`config.mk`:
```
export PLATFORM = sky130hd
export DESIGN_NAME = spin_ctrl_flat
export DESIGN_NICKNAME = d
export VERILOG_FILES = /design/src/rtl/spin_ctrl_pkg.sv /design/src/rtl/spin_ctrl_if.sv /design/src/rtl/spin_lfsr.sv /design/src/rtl/spin_ctrl.sv /design/src/flat_wrapper.sv
export SDC_FILE = /design/constraint.sdc
export NUM_CORES = 1
export LEC_CHECK = 0
export ABC_AREA = 1
export BUFFER_PORTS_ARGS = -buffer_cell sky130_fd_sc_hd__buf_2
export CAP_MARGIN = 20
export CORE_UTILIZATION = 30
export CTS_CLUSTER_SIZE = 14
export DETAILED_ROUTE_END_ITERATION = 8
export GPL_TIMING_DRIVEN = 0
export SETUP_SLACK_MARGIN = 0.05
export SLEW_MARGIN = 20
export SYNTH_ARGS = -nofsm -noshare
export SYNTH_HDL_FRONTEND = slang
export SYNTH_SLANG_ARGS = --single-unit
```
`constraint.sdc`:
```
create_clock -name clk_i -period 2.25 [get_ports clk_i]
set_input_delay 0.45 -clock clk_i [delete_from_list [all_inputs] [get_ports clk_i]]
set_output_delay 0.45 -clock clk_i [all_outputs]
set_load 0.005 [all_outputs]
```
`src/rtl/spin_ctrl_pkg.sv`:
```
// Shared definitions for the spinner: ring geometry, timing constants,
// LFSR seed/taps and the controller state encoding.
package spin_ctrl_pkg;

  localparam int unsigned NUM_POS = 6;
  localparam int unsigned POS_W   = 3;
  localparam int unsigned PER_W   = 16;
  localparam int unsigned REM_W   = 5;
  localparam int unsigned LFSR_W  = 8;

  localparam logic [PER_W-1:0]  PERIOD_MIN = 16'd4;
  localparam logic [PER_W-1:0]  PERIOD_INC = 16'd2;
  localparam logic [PER_W-1:0]  PERIOD_MAX = '1;
  localparam logic [REM_W-1:0]  MIN_STEPS  = 5'd12;

  // x^8+x^6+x^5+x^4+1 : feedback from bits 7,5,4,3 of a left-shifting register
  localparam logic [LFSR_W-1:0] LFSR_SEED  = 8'hA5;
  localparam logic [LFSR_W-1:0] LFSR_TAPS  = 8'hB8;

  typedef enum logic {
    ST_IDLE = 1'b0,
    ST_SPIN = 1'b1
  } state_e;

  // Next ring position with wrap from NUM_POS-1 back to 0
  function automatic logic [POS_W-1:0] next_pos(input logic [POS_W-1:0] p);
    return (p == POS_W'(NUM_POS - 1)) ? '0 : p + POS_W'(1);
  endfunction

endpackage

```
`src/rtl/spin_ctrl_if.sv`:
```
// Start/stop request and position/running/done status between the spin
// controller (master) and its consumers (slave).
// stop_i exists only when SPIN_STOP_EN is defined.
interface spin_ctrl_if;
  import spin_ctrl_pkg::*;

  logic             start_i;
`ifdef SPIN_STOP_EN
  logic             stop_i;
`endif
  logic [POS_W-1:0] pos_o;
  logic             running_o;
  logic             done_o;

  modport master (
`ifdef SPIN_STOP_EN
    input  stop_i,
`endif
    input  start_i,
    output pos_o,
    output running_o,
    output done_o
  );

  modport slave (
`ifdef SPIN_STOP_EN
    output stop_i,
`endif
    output start_i,
    input  pos_o,
    input  running_o,
    input  done_o
  );

endinterface

```
`src/rtl/spin_lfsr.sv`:
```
// 8-bit Fibonacci LFSR, free-running every cycle, reseeded on reset.
module spin_lfsr
  import spin_ctrl_pkg::*;
(
  input  logic              clk_i,
  input  logic              rst_i,
  output logic [LFSR_W-1:0] lfsr_o
);

  logic [LFSR_W-1:0] lfsr_q;
  logic              fb_c;

  assign fb_c   = ^(lfsr_q & LFSR_TAPS);
  assign lfsr_o = lfsr_q;

  // Shift left with parity of the tapped bits into bit 0
  always_ff @(posedge clk_i) begin
    if (rst_i) lfsr_q <= LFSR_SEED;
    else       lfsr_q <= {lfsr_q[LFSR_W-2:0], fb_c};
  end

endmodule

```
`src/rtl/spin_ctrl.sv`:
```
// Spin controller: on start, steps an LED around a NUM_POS ring with a
// linearly growing step period, stopping after a pseudo-random step count.
// Optional early stop via stop_i when SPIN_STOP_EN is defined.
module spin_ctrl
  import spin_ctrl_pkg::*;
(
  input  logic        clk_i,
  input  logic        rst_i,
  spin_ctrl_if.master bus
);

  logic [3:0]        lfsr_lo;
  logic [3:0]        lfsr_hi_unused;

  state_e            state_q;
  logic [POS_W-1:0]  pos_q;
  logic              running_q;
  logic              done_q;
  logic [PER_W-1:0]  cnt_q;
  logic [PER_W-1:0]  period_q;
  logic [PER_W-1:0]  period_d;
  logic [REM_W-1:0]  rem_q;
  logic [REM_W-1:0]  rem_d;
  logic              step_c;

  spin_lfsr u_lfsr (
    .clk_i  (clk_i),
    .rst_i  (rst_i),
    .lfsr_o ({lfsr_hi_unused, lfsr_lo})
  );

  assign bus.pos_o     = pos_q;
  assign bus.running_o = running_q;
  assign bus.done_o    = done_q;

  // Step detection, saturating period growth and remaining-step update
  always_comb begin
    step_c   = (state_q == ST_SPIN) && (cnt_q == period_q - PER_W'(1));
    period_d = (period_q > (PERIOD_MAX - PERIOD_INC)) ? PERIOD_MAX
                                                      : period_q + PERIOD_INC;
    rem_d    = step_c ? rem_q - REM_W'(1) : rem_q;
`ifdef SPIN_STOP_EN
    // Early stop clamps to two more steps, after any same-cycle decrement
    if (bus.stop_i && (rem_d > REM_W'(2))) rem_d = REM_W'(2);
`endif
  end

  // Controller FSM with registered position and status outputs
  always_ff @(posedge clk_i) begin
    if (rst_i) begin
      state_q   <= ST_IDLE;
      pos_q     <= '0;
      running_q <= 1'b0;
      done_q    <= 1'b0;
      cnt_q     <= '0;
      period_q  <= PERIOD_MIN;
      rem_q     <= '0;
    end else begin
      done_q <= 1'b0;
      case (state_q)
        ST_IDLE: begin
          if (bus.start_i) begin
            rem_q     <= MIN_STEPS + REM_W'(lfsr_lo);
            period_q  <= PERIOD_MIN;
            cnt_q     <= '0;
            state_q   <= ST_SPIN;
            running_q <= 1'b1;
          end
        end
        ST_SPIN: begin
          rem_q <= rem_d;
          if (step_c) begin
            pos_q    <= next_pos(pos_q);
            cnt_q    <= '0;
            period_q <= period_d;
            if (rem_q == REM_W'(1)) begin
              state_q   <= ST_IDLE;
              running_q <= 1'b0;
              done_q    <= 1'b1;
            end
          end else begin
            cnt_q <= cnt_q + PER_W'(1);
          end
        end
        default: state_q <= ST_IDLE;
      endcase
    end
  end

endmodule

```
`src/flat_wrapper.sv`:
```
// flat-port wrapper written by rule: the top's interface ports become plain ports
module spin_ctrl_flat import spin_ctrl_pkg::*;
  (clk_i, rst_i, bus_start_i, bus_pos_o, bus_running_o, bus_done_o);
  spin_ctrl_if bus_i ();
  input  logic clk_i;
  input  logic rst_i;
  input wire logic [$bits(bus_i.start_i)-1:0] bus_start_i;
  output wire logic [$bits(bus_i.pos_o)-1:0] bus_pos_o;
  output wire logic [$bits(bus_i.running_o)-1:0] bus_running_o;
  output wire logic [$bits(bus_i.done_o)-1:0] bus_done_o;
  assign bus_i.start_i = bus_start_i;
  assign bus_pos_o = bus_i.pos_o;
  assign bus_running_o = bus_i.running_o;
  assign bus_done_o = bus_i.done_o;
  spin_ctrl u_core (.clk_i(clk_i), .rst_i(rst_i), .bus(bus_i));
endmodule
```
==> results.ini, run 1 <==
[run_status]
status=finished clean

[worst_setup_path]
critPathMaxFanout=10
cp-end-kind=register
crit_path_end=u_core.rem_q[3]
worst_ep_required_time_ns=2.45
r2r-end=u_core.rem_q[3]
cp.arrival_ns=2.37
regToRegStartpoint=u_core.period_q[1]
critPathKind=register to register
r2r_slack_ns=0.08
startpoint=u_core.period_q[1]
reg2reg_depth=17
startpoint_type=register

[timing]
whs_ns=0.3612
worst_pin_slew_ns=0.6261
setup_viol=0
skew_ns=0.01185
rsz0062_at_grt=yes
hold_viol=0
slew_headroom_pct=58.13
finalCriticalPeriod_ns=2.171
slew_violations=0
fmax_mhz=460.6
period_share_pct=96.50

[yosys]
yosysWarnings=0
syn_inst=541
synth.avg_cell_area_um2=6.483
synth_seq_area_share_pct=29.11
syn_nets=552
ys_ff_latch=51
yosysUniqueCellTypes=38
synth_flop_cell=dfxtp_1
async_flop_share_pct=0
netlist_area_mm2=0.003507
synth_edf_count=0

[clocking]
cts_root_buffer=clkbuf_16
holdBufCountCts=0
cts_tree=built
cts_max_path_buffers=2
cts_made_buffers=5
htreeDepth=2
insertion_delay_ns=0.30
clk_pin_slew_ns=0.08
cts_sinks=51

[route]
ant_nets=0
drc_errors=0
wirelength_um=8899
firstDrtPassIters=6
via_per_inst=4.804
routedWlPerCell_um=12.55
vias=3406
drt-initial-drc-count=130

[global_route]
overflow=0
grt_pass1_wl_um=15120
gr-usage-all-layers_pct=15.96
first_global_vias=3220
antenna_found_initial=0
grt_max_degree=20

[power]
finalPower_w=0.002082
powerDensity_mw_per_mm2=511.4
p_leak_nw=1.808
ir_drop_v=0.0002765

[place]
portBuffers=6
place_area_mm2=0.003716
gp_congestion=0.9063
hpwlAfterDp_um=6549

[job]
max-cap-violations=0

[finish]
final_cell_mix=142 x nand2_1, 61 x nor2_1, 58 x inv_1
area_growth_pct=16.09
n_antenna_cell=0
multi_input_area_mm2=0.002156
fillers=1232
final_area_mm2=0.004071
drive_gt1_share_pct=16.25
ff_latch_area_mm2=0.001030
nets=576
final_common_cell=nand2_1

[floorplanning]
die_h_um=110.1
io_pins=8
die_w_um=110.1
start_util_pct=30.71
core_area_mm2=0.01142
die_area_mm2=0.01213
fp-row-count=39

[worst_hold_path]
holdCritPathClass=input pin to register

-- cell families (layout without fill, tap and decap cells) --
kind of cell / after synthesis / in the layout / synth area share (%)
compound gates: 76 / 76 / 11.38
xor+xnor: 29 / 29 / 7.242
fa+ha+maj: 8 / 8 / 2.854
buf+inv: 85 / 110 / 11.99
flops: 51 / 51 / 29.11
simple gates: 292 / 292 / 37.42
-- state kept, by name, summed over array words and instances, names as in the netlist --
register              count
u_core.u_lfsr.lfsr_o      8
u_core.bus.pos_o          3
u_core.period_q          16
u_core.cnt_q             16
u_core.bus.running_o      1
u_core.rem_q              5
u_core.bus.done_o         1
u_core.state_q            1
-- power breakdown --
group | switching (W) | internal, W
clock network | 0.000403 | 0.000434
registers | 0.0000188 | 0.000929
logic | 0.000185 | 0.000112
total | 0.000607 | 0.00147
-- metrics by stage --
step	util, %	instances	setup WS [ns]	TNS (ns)
2_1_floorplan	-	541	0.2223	0
3_3_place_gp	32.54	690	-0.1651	-4.788
3_5_place_dp	32.54	690	-0.1864	-5.023
4_1_cts	35.09	708	0.04594	0
5_1_grt	35.66	709	-0.09857	-1.730
6_report	35.66	709	0.07878	0
-- layer usage --
layer	GRT usage (%)	wire length [um]
met1	20.59	4095
met3	2.116	362
met4	6.673	280
met2	26.70	4161
met5	0	0
-- timing repair --
item	CTS	global route
gates resized for setup	25	22
setup endpoints to repair	43	42
gates cloned	1	0
pin swaps	17	13
buffers inserted	9	1
-- layout make-up --
| cell class | instances | share of cell area (%) |
|---|---|---|
| plain buffers | 19 | 4.210 |
| clock buffers | 5 | 3.073 |
| clock inverters | 3 | 0.7683 |
| inverters | 66 | 6.269 |
| multi-input cells | 405 | 52.95 |
| flip-flops and latches | 51 | 25.29 |
| well taps | 143 | 4.395 |
| repair buffers | 17 | 3.042 |
-- Yosys cell counts, types with 2 or more instances --
cell	count	area (um^2)
xor2_1	23	201.4
o21bai_1	2	15.01
nand2_1	145	544.3
a21oi_1	41	205.2
nand3_2	3	30.03
buf_6	9	101.4
inv_1	63	236.5
ha_1	8	100.1
nand4_1	8	50.05
nand2_2	5	31.28
or2_2	3	18.77
nor3_1	5	25.02
o21ai_0	22	110.1
nand2_4	2	22.52
clkbuf_8	2	27.53
nor2_1	64	240.2
nand3b_1	2	15.01
buf_4	3	22.52
nor2_4	4	45.04
xnor2_1	6	52.55
and2_1	2	12.51
dfxtp_1	51	1021
nor2_2	7	43.79
nand3_1	38	190.2
o21ai_1	6	30.03
o21a_1	2	15.01
clkbuf_1	4	15.01
-- how the worst min path moves through the flow --
stage	end	slack (ns)	from	depth (start not counted)
6_report	u_core.u_lfsr.lfsr_o[5]	0.36	rst_i	2
2_1_floorplan	u_core.u_lfsr.lfsr_o[7]	0.39	u_core.u_lfsr.lfsr_o[6]	1
3_5_place_dp	u_core.u_lfsr.lfsr_o[7]	0.40	u_core.u_lfsr.lfsr_o[6]	1
5_1_grt	u_core.u_lfsr.lfsr_o[5]	0.37	rst_i	2
3_3_place_gp	u_core.u_lfsr.lfsr_o[7]	0.39	u_core.u_lfsr.lfsr_o[6]	1
4_1_cts	u_core.u_lfsr.lfsr_o[5]	0.36	rst_i	2
-- critical path: stages (launching register included) --
cell and delay [ns]:
dfxtp_2 0.36, inv_4 0.05, ha_4 0.21, nand2_1 0.06, inv_1 0.04, nor2_2 0.12, nand2_1 0.06, nor2_1 0.11
nand3_2 0.09, nor2_1 0.11, nand2_1 0.07, nor2_2 0.10, nand2_2 0.10, nand2_2 0.16, nand2_4 0.10, buf_6 0.15
a21oi_1 0.12, nor2_1 0.05
(Power assumes the default switching activity.)
==> run 2: changes to the inputs <==
--- a/config.mk
+++ b/config.mk
@@ -5,13 +5,12 @@
 export SDC_FILE = /design/constraint.sdc
 export NUM_CORES = 1
 export LEC_CHECK = 0
-export ABC_AREA = 1
 export BUFFER_PORTS_ARGS = -buffer_cell sky130_fd_sc_hd__buf_2
 export CAP_MARGIN = 20
 export CORE_UTILIZATION = 30
-export CTS_CLUSTER_SIZE = 14
 export DETAILED_ROUTE_END_ITERATION = 8
 export GPL_TIMING_DRIVEN = 0
+export RECOVER_POWER = 100
 export SETUP_SLACK_MARGIN = 0.05
 export SLEW_MARGIN = 20
 export SYNTH_ARGS = -nofsm -noshare
==> run 2 against run 1 <==
Effect of this change:
- the flow now finishes with violations (setup timing)
- clock power decreased by 12%
- fmax decreased by 27%
- non-clock buffer count increased by 38
- first-iteration DRC count increased by 22%
- total power decreased by 9.4%
- global-route usage increased by 0.71 points
- utilization increased by 5.2 points
- highest routed layer unchanged
- critical path type unchanged
- register-to-register slack got worse by 0.80 ns
==> results.ini, run 2 <==
[yosys]
yosysUniqueCellTypes=59  ; was 38
yosysWarnings=0  ; unchanged
synth.avg_cell_area_um2=7.955  ; was 6.483 um^2
synth_edf_count=0  ; unchanged
synth.top_cells.by_area=dfxtp_1 30%, nor2_1 3.8%, a21oi_1 3.7%, xnor2_1 3.7%, nand2_1 3.5%  ; was dfxtp_1 29%, nand2_1 16%, nor2_1 6.8%, inv_1 6.7%, a21oi_1 5.9%
async_flop_share_pct=0  ; unchanged
synth_common_cells=51 x dfxtp_1, 34 x nor2_1, 31 x nand2_1  ; was 145 x nand2_1, 64 x nor2_1, 63 x inv_1
syn_inst=422  ; was 541
ys_ff_latch=51  ; unchanged
synth_top_cell_by_area=dfxtp_1  ; unchanged
synth_flop_cell=dfxtp_1  ; unchanged
yosysMostFrequentCell=dfxtp_1  ; was nand2_1
synth_top_cell_area_share_pct=30.41  ; was 29.11%
netlist_area_mm2=0.003357  ; was 0.003507 mm^2
synth_seq_area_share_pct=30.41  ; was 29.11%
syn_nets=433  ; was 552

[clocking]
cts_max_path_buffers=2  ; unchanged
insertion_delay_ns=0.31  ; was 0.30 ns
cts_tree=built  ; unchanged
cts_sinks=51  ; unchanged
cts_root_buffer=clkbuf_8  ; was clkbuf_16
cts_made_buffers=5  ; unchanged
htreeDepth=2  ; unchanged
clk_pin_slew_ns=0.10  ; was 0.08 ns
holdBufCountCts=0  ; unchanged

[power]
clockPowerShare_pct=39.2  ; was 40.2%
internal-power_w=0.001416  ; was 0.001475 W
combPwrFrac_pct=10.3  ; was 14.3%
p_leak_nw=1.740  ; was 1.808 nW
seq_power_share_pct=50.5  ; was 45.5%
swShare_pct=24.95  ; was 29.16%
powerDensity_mw_per_mm2=424.1  ; was 511.4 mW/mm^2
switching_power_w=0.0004707  ; was 0.0006071 W
ir_drop_v=0.0003311  ; was 0.0002765 V

[route]
met1_length_um=4299  ; was 4095 um
ant_nets=0  ; unchanged
met3_length_um=354  ; was 362 um
routedWlPerCell_um=15.22  ; was 12.55 um
drt-initial-drc-count=159  ; was 130
vias=3353  ; was 3406
firstDrtPassIters=4  ; was 6
topRoutingLayerUsed=met4  ; unchanged
drc_errors=0  ; unchanged
via_per_inst=5.479  ; was 4.804
wirelength_um=9316  ; was 8899 um
dr_wl_met2_um=4593  ; was 4161 um

[finish]
area_growth_pct=32.54  ; was 16.09%
fillers=1055  ; was 1232
nets=482  ; was 576
utilization_pct=40.86  ; was 35.66%
drive_gt1_share_pct=26.27  ; was 16.25%
n_antenna_cell=0  ; unchanged
final_cell_mix=48 x dfxtp_1, 34 x nor2_1, 29 x nand2_1  ; was 142 x nand2_1, 61 x nor2_1, 58 x inv_1
stdcell_count=612  ; was 709
final_common_cell=dfxtp_1  ; was nand2_1

[timing]
setup_viol=43  ; was 0
skew_ns=0.01213  ; was 0.01185 ns
whs_ns=0.4274  ; was 0.3612 ns
fin_ws_ns=-0.7260  ; was 0.07878 ns
slew_headroom_pct=45.88  ; was 58.13%
slew_violations=0  ; unchanged
worst_pin_slew_ns=0.8056  ; was 0.6261 ns
finalCriticalPeriod_ns=2.976  ; was 2.171 ns
period_share_pct=132.3  ; was 96.50%
fmax_mhz=336.0  ; was 460.6 MHz
hold_viol=0  ; unchanged
rsz0062_at_grt=yes  ; unchanged

[place]
portBuffers=6  ; unchanged
hpwlAfterDp_um=6249  ; was 6549 um
gp_congestion=0.8486  ; was 0.9063
dp.cells=568  ; was 690
place_ws_ns=-0.8377  ; was -0.1864 ns

[global_route]
first_global_vias=3156  ; was 3220
gr-usage-all-layers_pct=16.67  ; was 15.96%
overflow=0  ; unchanged
grt_max_degree=17  ; was 20
antenna_found_initial=0  ; unchanged
grt_pass1_wl_um=15450  ; was 15120 um

[worst_setup_path]
critPathMaxFanout=5  ; was 10
worst_ep_required_time_ns=2.51  ; was 2.45 ns
regToRegStartpoint=u_core.period_q[2]  ; was u_core.period_q[1]
startpoint=u_core.period_q[2]  ; was u_core.period_q[1]
cp-end-kind=register  ; unchanged
slowest_delay_ns=0.50  ; was 0.36 ns
cp_slowest_cell=or4b_4  ; was dfxtp_2
critPathKind=register to register  ; unchanged
path_cells=clkbuf_16 -> clkinv_8 -> ha_4 -> or4b_4 -> or4_4 -> a311oi_4 -> nor4_4 -> and4_4 -> buf_8 -> or4b_1 -> nand2_1  ; was inv_4 -> ha_4 -> nand2_1 -> inv_1 -> nor2_2 -> nand2_1 -> nor2_1 -> nand3_2 -> nor2_1 -> nand2_1 -> nor2_2 -> nand2_2 -> nand2_2 -> nand2_4 -> buf_6 -> a21oi_1 -> nor2_1
startpoint_type=register  ; unchanged
cp.arrival_ns=3.23  ; was 2.37 ns
cp_top_family=simple AND/OR/NAND/NOR gates  ; unchanged
crit_buf_inv=3  ; unchanged

[floorplanning]
die_area_mm2=0.01162  ; was 0.01213 mm^2
die_w_um=107.8  ; was 110.1 um
fp-row-count=38  ; was 39
die_h_um=107.8  ; was 110.1 um
start_util_pct=30.83  ; was 30.71%
io_pins=8  ; unchanged
core_area_mm2=0.01089  ; was 0.01142 mm^2

[worst_hold_path]
hold_start=u_core.u_lfsr.lfsr_o[6]  ; was rst_i
holdCritPathClass=register to register  ; was input pin to register

[job]
max-cap-violations=0  ; unchanged

[run_status]
status=finished, violations left  ; was finished clean
violations=setup timing

[run 2: cell types whose count changed in the layout (fill, tap and decap cells not counted), sizes merged, moves of 14 or more]
cell    previous run  this run
o21ai             28        11
a21oi             41        25
a31oi              1        17
clkbuf            11        25
inv               68        14
nand2            152        31
nor2              76        34
nand3             41        15
buf               30        55
[run 2: power by group through the flow]
| stage | clock, W | sequential [W] | combinational, W |
|---|---|---|---|
| 2_1_floorplan | 0 | 0.000967 | 0.000122 |
| 3_3_place_gp | 0 | 0.000972 | 0.000155 |
| 3_5_place_dp | 0 | 0.000972 | 0.000157 |
| 4_1_cts | 0.000748 | 0.000951 | 0.000184 |
| 5_1_grt | 0.000782 | 0.000956 | 0.000217 |
| 6_report | 0.000740 | 0.000952 | 0.000195 |
[run 2: cells by family after synthesis]
family          after synthesis  synth area share, %
compound gates              105                21.25
simple gates                182                30.45
buf+inv                      47                6.746
flops                        51                30.41
xor+xnor                     26                7.231
mux                           3               0.9318
fa+ha+maj                     8                2.982
[run 2: through the flow]
step	cell area (um^2)	TNS [ns]	total power [W]
floorplan	3483	-17.21	0.001089
global placement	3689	-30.36	0.001127
detailed placement	3689	-31.00	0.001129
CTS	4288	-25.77	0.001883
global route	4449	-29.96	0.001955
finish	4449	-25.89	0.001887
[run 2: what timing repair did]
item,CTS,global route
resized for setup,40,16
hold endpoints to repair,0,0
setup buffers,24,10
endpoints found under the setup margin,43,43
cloned,4,0
pin swaps,10,7
[run 2: path summary, 6_finish.rpt]
check	slack [ns]	end	cells after the start
worst max-delay path	-0.73	u_core.rem_q[2]	11
worst min-delay path	0.43	u_core.u_lfsr.lfsr_o[7]	1
worst max register to register	-0.73	u_core.rem_q[2]	11
worst min register to register	0.43	u_core.u_lfsr.lfsr_o[7]	1
[run 2: area by class of cell]
class                      instances  area, um^2  share of cell area [%]
buffer                            30       219.0                   4.921
tap                              140       175.2                   3.937
sequential                        51        1032                   23.20
multi-input combinational        324        2400                   53.94
timing repair buffer              44       420.4                   9.449
clock buffer                       6       93.84                   2.109
clock inverter                     2       37.54                  0.8436
inverter                          15       71.32                   1.603
[run 2: layer usage]
layer	GRT usage (%)	up-vias
li1	-	1645
met5	0	-
met4	3.229	0
met3	2.361	10
met1	21.11	1624
met2	29.85	74
